==> src/rtl/apb2_master_arbiter.sv <==
`default_nettype none
// ============================================================================
// Module   : apb2_master_arbiter
// Purpose  : Round-robin sharing of one APB2 master port among NUM_REQ
//            requesters; strict SETUP->ACCESS sequencing, no wait states.
// Revision : 1.0 - initial release
// ============================================================================
module apb2_master_arbiter #(
  parameter int NUM_REQ   = 2,
  parameter int ADDR_BITS = 12,
  parameter int DATA_BITS = 8
) (
  input  logic                           clk,
  input  logic                           rst,
  input  logic [NUM_REQ-1:0]             req_valid,
  input  logic [NUM_REQ-1:0]             req_write,
  input  logic [NUM_REQ*ADDR_BITS-1:0]   req_addr,
  input  logic [NUM_REQ*DATA_BITS-1:0]   req_wdata,
  output logic [NUM_REQ-1:0]             req_ready,
  output logic [NUM_REQ-1:0]             rsp_valid,
  output logic [DATA_BITS-1:0]           rsp_rdata,
  output logic [ADDR_BITS-1:0]           PADDR,
  output logic                           PSEL,
  output logic                           PENABLE,
  output logic                           PWRITE,
  output logic [DATA_BITS-1:0]           PWDATA,
  input  logic [DATA_BITS-1:0]           PRDATA
);

  localparam int PTR_W = $clog2(NUM_REQ);
  localparam int IDX_W = PTR_W + 1;
  localparam logic [PTR_W:0]   NUM_REQ_EXT = IDX_W'(NUM_REQ);
  localparam logic [PTR_W-1:0] LAST_IDX    = PTR_W'(NUM_REQ - 1);

  typedef enum logic [1:0] {
    S_IDLE   = 2'd0,
    S_SETUP  = 2'd1,
    S_ACCESS = 2'd2
  } state_t;

  state_t               state_q, state_d;
  logic [PTR_W-1:0]     ptr_q, ptr_d;
  logic [NUM_REQ-1:0]   grant_q, grant_d;
  logic [ADDR_BITS-1:0] paddr_q, paddr_d;
  logic                 pwrite_q, pwrite_d;
  logic [DATA_BITS-1:0] pwdata_q, pwdata_d;
  logic [NUM_REQ-1:0]   rsp_valid_q, rsp_valid_d;
  logic [DATA_BITS-1:0] rsp_rdata_q, rsp_rdata_d;

  logic [PTR_W:0]       idx_ext;
  logic [PTR_W-1:0]     win_idx;
  logic                 win_found;
  logic [NUM_REQ-1:0]   win_oh;
  logic [ADDR_BITS-1:0] sel_addr;
  logic [DATA_BITS-1:0] sel_wdata;
  logic                 sel_write;

  // Scan upward from the priority pointer, wrapping, and keep the first hit.
  always_comb begin
    idx_ext   = '0;
    win_idx   = '0;
    win_found = 1'b0;
    win_oh    = '0;
    for (int k = 0; k < NUM_REQ; k++) begin
      idx_ext = {1'b0, ptr_q} + IDX_W'(k);
      if (idx_ext >= NUM_REQ_EXT) begin
        idx_ext = idx_ext - NUM_REQ_EXT;
      end
      if (!win_found && req_valid[idx_ext[PTR_W-1:0]]) begin
        win_found = 1'b1;
        win_idx   = idx_ext[PTR_W-1:0];
      end
    end
    win_oh[win_idx] = win_found;
  end

  always_comb begin
    sel_addr  = '0;
    sel_wdata = '0;
    sel_write = 1'b0;
    for (int k = 0; k < NUM_REQ; k++) begin
      if (win_oh[k]) begin
        sel_addr  = sel_addr  | req_addr[k*ADDR_BITS +: ADDR_BITS];
        sel_wdata = sel_wdata | req_wdata[k*DATA_BITS +: DATA_BITS];
        sel_write = sel_write | req_write[k];
      end
    end
  end

  always_comb begin
    state_d     = state_q;
    ptr_d       = ptr_q;
    grant_d     = grant_q;
    paddr_d     = paddr_q;
    pwrite_d    = pwrite_q;
    pwdata_d    = pwdata_q;
    rsp_valid_d = '0;
    rsp_rdata_d = rsp_rdata_q;
    req_ready   = '0;
    case (state_q)
      S_IDLE: begin
        if (!rst) begin
          req_ready = win_oh;
        end
        if (win_found) begin
          state_d  = S_SETUP;
          ptr_d    = (win_idx == LAST_IDX) ? '0 : win_idx + 1'b1;
          grant_d  = win_oh;
          paddr_d  = sel_addr;
          pwrite_d = sel_write;
          pwdata_d = sel_wdata;
        end
      end
      S_SETUP: begin
        state_d = S_ACCESS;
      end
      S_ACCESS: begin
        state_d     = S_IDLE;
        rsp_valid_d = grant_q;
        if (!pwrite_q) begin
          rsp_rdata_d = PRDATA;
        end
      end
      default: begin
        state_d = S_IDLE;
      end
    endcase
  end

  always_ff @(posedge clk) begin
    if (rst) begin
      state_q     <= S_IDLE;
      ptr_q       <= '0;
      grant_q     <= '0;
      paddr_q     <= '0;
      pwrite_q    <= 1'b0;
      pwdata_q    <= '0;
      rsp_valid_q <= '0;
      rsp_rdata_q <= '0;
    end else begin
      state_q     <= state_d;
      ptr_q       <= ptr_d;
      grant_q     <= grant_d;
      paddr_q     <= paddr_d;
      pwrite_q    <= pwrite_d;
      pwdata_q    <= pwdata_d;
      rsp_valid_q <= rsp_valid_d;
      rsp_rdata_q <= rsp_rdata_d;
    end
  end

  assign PSEL      = (state_q == S_SETUP) || (state_q == S_ACCESS);
  assign PENABLE   = (state_q == S_ACCESS);
  assign PADDR     = paddr_q;
  assign PWRITE    = pwrite_q;
  assign PWDATA    = pwdata_q;
  assign rsp_valid = rsp_valid_q;
  assign rsp_rdata = rsp_rdata_q;

endmodule
`default_nettype wire

==> config.mk <==
export PLATFORM = sky130hd
export DESIGN_NAME = apb2_master_arbiter
export DESIGN_NICKNAME = d
export VERILOG_FILES = /design/src/rtl/apb2_master_arbiter.sv
export SDC_FILE = /design/constraint.sdc
export NUM_CORES = 1
export LEC_CHECK = 0
export CAP_MARGIN = 20
export CORE_MARGIN = 3
export CORE_UTILIZATION = 39
export CTS_BUF_LIST = sky130_fd_sc_hd__clkbuf_4 sky130_fd_sc_hd__clkbuf_8
export CTS_CLUSTER_DIAMETER = 80
export CTS_CLUSTER_SIZE = 14
export DETAILED_ROUTE_END_ITERATION = 6
export GPL_TIMING_DRIVEN = 0
export PLACE_DENSITY = 0.92
export SETUP_SLACK_MARGIN = 0.5
export SLEW_MARGIN = 25
export SYNTH_ARGS = -nofsm -noshare
export SYNTH_HDL_FRONTEND = slang
export SYNTH_SLANG_ARGS = --single-unit
==> constraint.sdc <==
create_clock -name clk -period 1.75 [get_ports clk]
set_clock_uncertainty 0.15 [all_clocks]
set_input_delay 0.35 -clock clk [delete_from_list [all_inputs] [get_ports clk]]
set_output_delay 0.35 -clock clk [all_outputs]
set_load 0.01 [all_outputs]
Yosys cells after proc, flatten, opt, wreduce, memory -nomap -nowiden. Index checks and enable logic that the tools add are counted.

Flip-flop bits (word level): 36. Output and inout bits: 35. Word-level logic and storage cells: 58.

Add/sub/neg operators: 4. Order comparisons: 6. Equality and inequality tests: 3. Mux-type cells: 23. Bitwise operators: 6. Reductions and logical operators: 8.

Operators by type and width (number): $mux W12 (2); $mux W8 (2); $mux W1 (14); $or A12 B12 Y12 (1); $or A8 B8 Y8 (1); $lt A1 B2 Y1 const B (3); $mux W2 (3); $pmux W2 S2 (1); $reduce_and A2 Y1 (2); $add A1 B1 Y2 const B (1); $and A2 B2 Y2 (1); $eq A2 B1 Y1 const B (1); $eq A2 B2 Y1 const B (1); $ge A1 B2 Y1 const B (1); $ge A2 B2 Y1 const B (1); $logic_and A1 B1 Y1 (2); $logic_not A2 Y1 (1); $ne A2 B2 Y1 const B (1); $not A1 Y1 (2); $reduce_or A2 Y1 (1); $sub A1 B1 Y1 const B (2); $add A1 B1 Y1 const B (1); $demux W1 S1 (1); $ge A1 B1 Y1 const B (1); 3 further kinds (3).

Depth between registers and ports, before layout. Gate-level depths: netlist of run 1.

Depth after elaboration: 16. Depth in mapped cells: 6. Mapped depth without buffers: 5.

Least setup slack after synthesis of run 1. Ideal clock, no wire load.

Path type: flip-flop to output port. From: register state_q[0]. To: output port req_ready[0]. Data arrival time: 1.197 ns. Data required time: 1.250 ns. Setup slack: 0.053 ns. Cell stages (with the launch flop): 6. Buffers on the path: 0. Cell sequence: dfxtp_1 inv_1 ha_1 nand2_1 or2_2 nor2_1.

Word-level cells in the longest chain between the ends: 2.

RTL lines: start: declaration (RTL line 41) `state_t state_q, state_d;`; start signal: assignment (RTL line 141) `state_q <= state_d;`; $logic_not A2 Y1 (RTL line 100) `case (state_q)`; $mux W2 (RTL line 100); end: declaration (RTL line 19) `output logic [NUM_REQ-1:0] req_ready,`.

Every way passes these cells.

Worst setup path after layout of run 1.
From: register state_q[0]. To: output port req_ready[1].

The elaborated chain is that of the path after synthesis.

==> summary.md, run 1 <==
The floorplan step defined a die boundary enclosing 0.004687 mm². Summing over every cut layer, the via total after detailed routing is 2007. The proportion of synthesized flip-flops having asynchronous set or reset works out to 0. The tools report the global placement routability congestion as 0.7183. The peak fanout along the critical path is 4, and the share of the clock period used by the worst path is 1.123.

First-pass GRT wire length: 8.328 mm. TritonCTS built the clock tree. The post-route core utilization was 0.9407; the count of TritonRoute iterations in the first routing pass was 4. Entering global routing, the biggest net connects 13 pins.

The worst register-to-register path has a setup slack of -0.01 ns. Number of violations of the max-capacitance limit: 0. The top flip-flop cell by instance count after synthesis was sky130_fd_sc_hd__dfxtp_1.

The global routing usage summed across all routing layers was 0.2427. The data arrival time of the worst path was 1.47 ns. The worst hold path belongs to the class in2reg.

The share of Yosys cell area claimed by the top area cell type is 0.4737, and the switching portion of total power is 0.3278. The run gives 0.4279 as the met2 usage. The maximum vdd ir drop was 0.0009090 V. In this run the deepest clock path goes through 2 buffers. Power spread over the standard cell area amounts to 861.6 mW/mm². The initial core utilization was 0.4094; the clock edge transition at the registers on the reported setup and hold paths was 0.08 ns. STA puts the critical path data required time at 1.25 ns. The number of distinct library cells after synthesis was 24; the total half-perimeter wirelength after legalization and detailed placement was 3.219 mm.

The synthesized design contains 0 enable-type register cells. The number of cell rows was 22; the routing usage on met1 was 0.2615. The clock root buffer master is sky130_fd_sc_hd__clkbuf_8. The clock sink count came out at 36.

The die is 68.46 µm wide. Final-stage net count: 339. The tools report the headroom to the max-slew limit as 0.5459. The number of nets handed over by synthesis was 215. The run gives 0.5087 GHz as the highest clock rate. The area growth from synthesis to layout is 129.8%.

The layout has 99 filler cells. The combinational cell fraction of total power was 0.412. For this design the total switching power over the nets is 987.4 µW.

The number of hold-slack violations in the final timing report was 0. Most area-hungry cell type in the Yosys netlist: sky130_fd_sc_hd__dfxtp_1. The routed via count divided by cell count is 6.063, and the count of final max-slew check failures is 0.

The sequential cells in the finished layout cover a total of 769.5 µm². The smallest hold slack was 0.2417 ns; the leakage power total was 0.001321 µW. Adding up every negative setup slack in the final design gives -0.4577 ns. The cell area after synthesis was 0.001521 mm².

The H-tree was split into 2 levels. The category of the worst setup path launch point was a register. Routed wirelength normalized by instance count: 26.20 µm. Among all cell types in the netlist, the one instantiated most often is sky130_fd_sc_hd__nor3_1. At the pin with the least slew margin, the transition time is 0.6812 ns. The count of final setup violators came out at 5. In this run the critical register-to-register path is launched from state_q[0]. The final critical-path required period was 1.966 ns. In the post-synthesis netlist, the biggest area contributors are sky130_fd_sc_hd__dfxtp_1, sky130_fd_sc_hd__nor3_1, sky130_fd_sc_hd__o32ai_1.

The number of antenna violations at the first check in global routing was 0; the number of warning messages in the yosys log was 0. The run gives 0.253 as the relative contribution of the clock network to total power. The critical register-to-register path endpoint is PADDR[2].

Cell internal power was estimated by the tool at 2025 µW. The run gives 0.335 as the part of the total power dissipated in sequential elements. The most congested layer reported by global routing is met2. The clock reaches the later pin of the worst-skew pair after 0.29 ns. The core region area is 0.003716 mm², and the worst-case reg-to-reg path depth is 8.

After detailed routing, the total wire length is 8.671 mm. For this block, the initial DRC count from the detailed router was 161. Setup repair after global routing could not meet its margin everywhere.

The run finished, with violations left. The share of cells above drive strength 1 is 0.6360, and the register area share after synthesis is 0.4737. In this run the remaining antenna-violating nets after routing total 0.

The critical path class is reg2out. Measured along the y axis, the die boundary spans 68.46 µm. Along the worst hold path, the cell count comes to 2.

The tools report the count of inserted antenna diode cells as 0. The tools report the met3 usage in global routing as 0.08210. The I/O pin count is 89, and the multi-input combinational cell area is 0.001215 mm². For the final critical-path setup slack, the log shows -0.2159 ns. Counting flops and latches in the post-synthesis netlist gives 36. The startpoint identified for the worst hold timing path is rst. In the synthesized netlist, the cells that appear most often are sky130_fd_sc_hd__nor3_1, sky130_fd_sc_hd__dfxtp_1, sky130_fd_sc_hd__o32ai_1. The run gives 5 as the number of buffers created by CTS. STA classifies the critical path endpoint as an output port. Input and output buffers added on the ports amount to 87. Synthesis produced a netlist whose cell count is 158.

The total congestion overflow is 0. The final reports fail on setup timing. Endpoint with the worst hold slack: PWDATA[1]. The run gives 1786 as the via count of the first global-routing pass.

Averaged over all synthesized cells, the footprint is 9.629 µm². The run gives 0 as the DRC violation count after routing.
[critical path: stages, from the launching register on]
cell and delay, ns:
sky130_fd_sc_hd__dfxtp_2 0.34, sky130_fd_sc_hd__inv_2 0.09, sky130_fd_sc_hd__ha_4 0.19, sky130_fd_sc_hd__nand2_4 0.07, sky130_fd_sc_hd__or2_4 0.27, sky130_fd_sc_hd__nor2_4 0.12
sky130_fd_sc_hd__buf_6 0.11
[per-layer routing]
metal | wire length [µm] | vias up | share of wire
met5 | 0 | - | 0
met4 | 454 | 0 | 0.052
met3 | 699 | 42 | 0.081
met2 | 4451 | 134 | 0.51
met1 | 3065 | 990 | 0.35
li1 | - | 841 | -
[power by group through the flow]
stage	clock, µW	sequential [µW]	combinational (µW)
2_1_floorplan	0	1000	316
5_1_grt	780	1010	1280
3_3_place_gp	0	967	682
6_report	762	1010	1240
3_5_place_dp	0	971	693
4_1_cts	737	985	865
[timing repair]
item	4_1_cts	5_1_grt
endpoints found under the hold margin	0	0
hold buffers	0	0
endpoints found under the setup margin	67	67
buffers inserted	8	19
resized for setup	243	55
pin swaps	24	9
gates cloned	2	1
[kinds of logic after synthesis]
family / Yosys count / synth area share
buffers and inverters: 17 / 0.05921
adder cells (fa/ha/maj): 3 / 0.02467
flip-flops: 36 / 0.4737
multiplexers: 9 / 0.05921
AO/OA/AOI/OAI: 26 / 0.1571
AND/OR/NAND/NOR: 67 / 0.2262
[sequential cells by signal, indices dropped and copies added (netlist names)]
name	cells
PADDR	12
PWDATA	8
rsp_rdata	8
grant_q	2
rsp_valid	2
state_q	2
PWRITE	1
ptr_q	1
[cell usage in the layout (no fill, tap or decap), drive strengths merged]
master	Yosys	layout
bufinv	0	1
nor3b	2	2
ha	3	3
dlygate4sd2	0	2
nor3	43	43
nand2	4	4
clkdlybuf4s15	0	1
clkinv	0	1
nor2	11	11
o32ai	21	21
a311oi	1	1
clkinvlp	0	1
nor2b	1	1
and3b	2	2
dfxtp	36	36
mux2i	9	9
o21a	1	1
a21oi	3	3
inv	2	2
clkbuf	2	8
and2b	1	1
buf	13	76
clkdlybuf4s50	0	50
or2	2	2
and2	1	1
[how the worst max path moves through the flow]
stage | from | endpoint | slack [ns]
floorplan | state_q[1] | req_ready[1] | 0.29
global placement | req_valid[1] | req_ready[0] | -0.78
detailed placement | req_valid[1] | req_ready[0] | -0.80
CTS | state_q[1] | req_ready[0] | -0.13
global route | state_q[0] | req_ready[1] | -0.24
finish | state_q[0] | req_ready[1] | -0.22
[cell type report]
cell class              instances  share of cell area
well taps                      48             0.01718
flip-flops and latches         36              0.2201
clock buffers                   5             0.01969
plain buffers                  15             0.04116
repair buffers                117              0.3400
multi-input cells             105              0.3475
inverters                       2            0.002147
clock inverters                 3             0.01217
[through the flow]
step / instance area, µm² / cells / setup WS, ns / power [µW]
3_3_place_gp: 2511 / 293 / -0.7795 / 1649
3_5_place_dp: 2511 / 293 / -0.7998 / 1663
6_report: 3496 / 331 / -0.2159 / 3012
2_1_floorplan: 1580 / 158 / 0.2913 / 1318
5_1_grt: 3496 / 331 / -0.2401 / 3073
4_1_cts: 2982 / 311 / -0.1316 / 2587
Power figures use the tool's default switching activity.
==> run 2, diff against run 1 <==
--- a/config.mk
+++ b/config.mk
@@ -6,6 +6,7 @@
 export NUM_CORES = 1
 export LEC_CHECK = 0
 export CAP_MARGIN = 20
+export CORE_ASPECT_RATIO = 0.7
 export CORE_MARGIN = 3
 export CORE_UTILIZATION = 39
 export CTS_BUF_LIST = sky130_fd_sc_hd__clkbuf_4 sky130_fd_sc_hd__clkbuf_8
==> constraint.sdc (replaced) <==
create_clock -name clk -period 1.75 [get_ports clk]
set_clock_uncertainty 0.15 [all_clocks]
set_input_delay 0.2625 -clock clk [delete_from_list [all_inputs] [get_ports clk]]
set_output_delay 0.2625 -clock clk [all_outputs]
set_load 0.01 [all_outputs]
==> summary.md, run 2 (synthesized netlist as in run 1, its figures left out) <==
The run finished, with violations left. The final reports fail on setup timing. The clock sink count came out at 36 (unchanged). The most frequent standard cell in the layout excluding fill and tap cells is sky130_fd_sc_hd__clkdlybuf4s50_1. The worst setup timing slack at the placement stage is -0.6122 ns (+0.1876 ns). Path category of the worst min-delay check: in2reg. The run gives 1843 (-8.2%) as the via total after detailed routing. The run gives 0.4196 (+0.01017) as the initial core utilization. In the layout the commonest cells are sky130_fd_sc_hd__clkdlybuf4s50_1, sky130_fd_sc_hd__buf_2, sky130_fd_sc_hd__nor3_1.

The share of the clock period used by the worst path was 1.054 (-0.06936). The launch instance of the worst min-delay path is rst. The flip-flop count of the largest register after layout is 12 (unchanged), and the routed via count divided by cell count is 5.741 (-5.3%).

Clock edge transition at the registers on the reported setup and hold paths: 0.08 ns (about the same). The clock network latency to the later pin of the worst-skew pair came out at 0.30 ns (about the same). The areal power density over the cells was 848.5 mW/mm² (-1.5%); the I/O pin count was 89 (unchanged). The number of hold-slack violations in the final timing report is 0 (unchanged). The final wirelength is 6.916 mm (-20%).

STA classifies the critical path startpoint as a register. The final critical-path setup slack is -0.09448 ns (+0.1214 ns). The core region area is 0.003626 mm² (-2.4%), and the number of antenna violations at the first check in global routing is 0 (unchanged).

The synthesis-to-layout area growth is 103.4%. Origin of the worst setup path: state_q[1]. The via count of the first global-routing pass is 1755 (-1.7%). For the maximum number of pins on one net before global-route repair, the log shows 12 (-1).

The full die area is 0.004699 mm² (+0.25%), and the highest clock rate is 0.5422 GHz (+6.6%). The final critical-path required period works out to 1.844 ns (-0.1214 ns). The maximum root-to-sink buffer count is 2 (unchanged). The vertical die dimension came out at 58.26 µm (-15%). The global routing usage summed across all routing layers came out at 0.2550 (+0.01227). The critical path required time is 1.34 ns (+0.09 ns), and the number of buffer cells added on primary ports is 87 (unchanged). The total half-perimeter wirelength after legalization and detailed placement was 3.582 mm (+11%).

The number of routed nets with antenna violations came out at 0 (unchanged). The maximum vdd ir drop is 0.0005961 V (-34%), and the number of cell rows is 18 (-18%). The count of final max-slew check failures is 0 (unchanged), and the peak fanout along the critical path is 4 (unchanged). The iteration-0 DRC count of the detailed router is 92 (-43%). The share of cells above drive strength 1 works out to 0.5609 (-0.07516). The count of TritonRoute iterations in the first routing pass was 4 (unchanged); the final-stage net count was 327 (-3.5%).

The width of the die was 80.66 µm (+18%). TritonCTS built the clock tree. Clock tree synthesis selected as its root buffer the cell sky130_fd_sc_hd__clkbuf_8. The setup path with the least slack is of type reg2out. The routed wirelength normalized by instance count was 21.55 µm (-18%).

The smallest hold slack is 0.1512 ns (-0.09054 ns), and the DRC violation count after routing is 0 (unchanged). The startpoint of the lowest-slack register-to-register path was state_q[1]. For the hold buffer count at CTS, the log shows 0 (unchanged).

The count of final setup violators was 3 (-2); the register-to-register setup slack was -0.02 ns (about the same). First-pass GRT wire length: 9.011 mm (+8.2%). The leakage power total is 0.001201 µW (-9.1%). The global placement routability congestion came out at 0.7492 (+4.3%). The power after layout was 2626 µW (-13%); the count of inserted antenna diode cells was 0 (unchanged). The total congestion overflow is 0 (unchanged). STA classifies the critical path endpoint as an output port. The number of H-tree levels is 2 (unchanged), and the slew at the pin with the worst max-slew slack is 0.6572 ns (-0.02402 ns). For the number of buffers created by CTS, the log shows 5 (unchanged).

The data arrival time of the worst path was 1.43 ns (-0.04 ns). The run gives 0 (unchanged) as the number of violations of the max-capacitance limit. Setup repair after global routing could not meet its margin everywhere. The tools report the headroom to the max-slew limit as 0.5619 (+0.01602).
[run 2: cell types whose count changed in the layout (fill, tap and decap cells not counted), moves of 3 or more]
cell,change
sky130_fd_sc_hd__buf_2,+28
sky130_fd_sc_hd__buf_4,-10
sky130_fd_sc_hd__buf_6,-31
sky130_fd_sc_hd__dfxtp_1,+5
sky130_fd_sc_hd__dfxtp_2,-3
sky130_fd_sc_hd__nor3_1,+12
sky130_fd_sc_hd__nor3_2,-9
sky130_fd_sc_hd__nor3_4,-3
sky130_fd_sc_hd__o32ai_2,+3
sky130_fd_sc_hd__o32ai_4,-3
[run 2: per-stage QoR]
step / utilization / cells / TNS [ns] / instance area [µm²]
final: 0.8533 / 321 / -0.1996 / 3094
after global routing: 0.8533 / 321 / -0.3536 / 3094
after CTS: 0.8157 / 314 / -0.07184 / 2958
after detailed placement: 0.6963 / 295 / -3.641 / 2525
after global placement: 0.6963 / 295 / -3.211 / 2525
after floorplan: - / 158 / 0 / 1592
[run 2: report_power, final]
| group | internal [µW] | total (µW) | switching (µW) |
|---|---|---|---|
| Sequential | 920 | 993 | 72.7 |
| Clock | 314 | 621 | 307 |
| Combinational | 541 | 1010 | 470 |
[run 2: metal layers]
layer  track usage  up-vias  wire length (µm)
li1              -      818                 -
met1        0.3129      892              2573
met2        0.4493      109              3544
met3       0.08385       24               596
met4       0.03373        0               200
met5             0        -                 0
[run 2: final cells by class]
cell class / count / area (µm²)
plain buffers: 15 / 152.6
clock buffers: 6 / 82.58
clock inverters: 2 / 10.01
fillers: 177 / 531.8
inverters: 2 / 12.51
multi-input cells: 105 / 1127
flip-flops and latches: 36 / 758.2
well taps: 50 / 62.56
repair buffers: 105 / 888.4
[run 2: critical path: stages (launching register included)]
cell and delay (ns):
sky130_fd_sc_hd__dfxtp_4 0.36, sky130_fd_sc_hd__inv_4 0.06, sky130_fd_sc_hd__ha_4 0.18, sky130_fd_sc_hd__nand2_4 0.06
sky130_fd_sc_hd__or2_4 0.25, sky130_fd_sc_hd__nor2_4 0.11, sky130_fd_sc_hd__buf_6 0.11
[run 2: final timing paths]
| kind | endpoint | cells past startpoint |
|---|---|---|
| setup reg to reg | PWRITE | 8 |
| hold reg to reg | grant_q[0] | 2 |
| hold / removal | PWDATA[1] | 2 |
| setup / recovery | req_ready[1] | 6 |
[run 2: timing repair]
item,CTS,global route
pin swaps,17,23
gates resized for setup,200,47
setup buffers,9,7
cloned,2,0
endpoints found under the setup margin,67,53
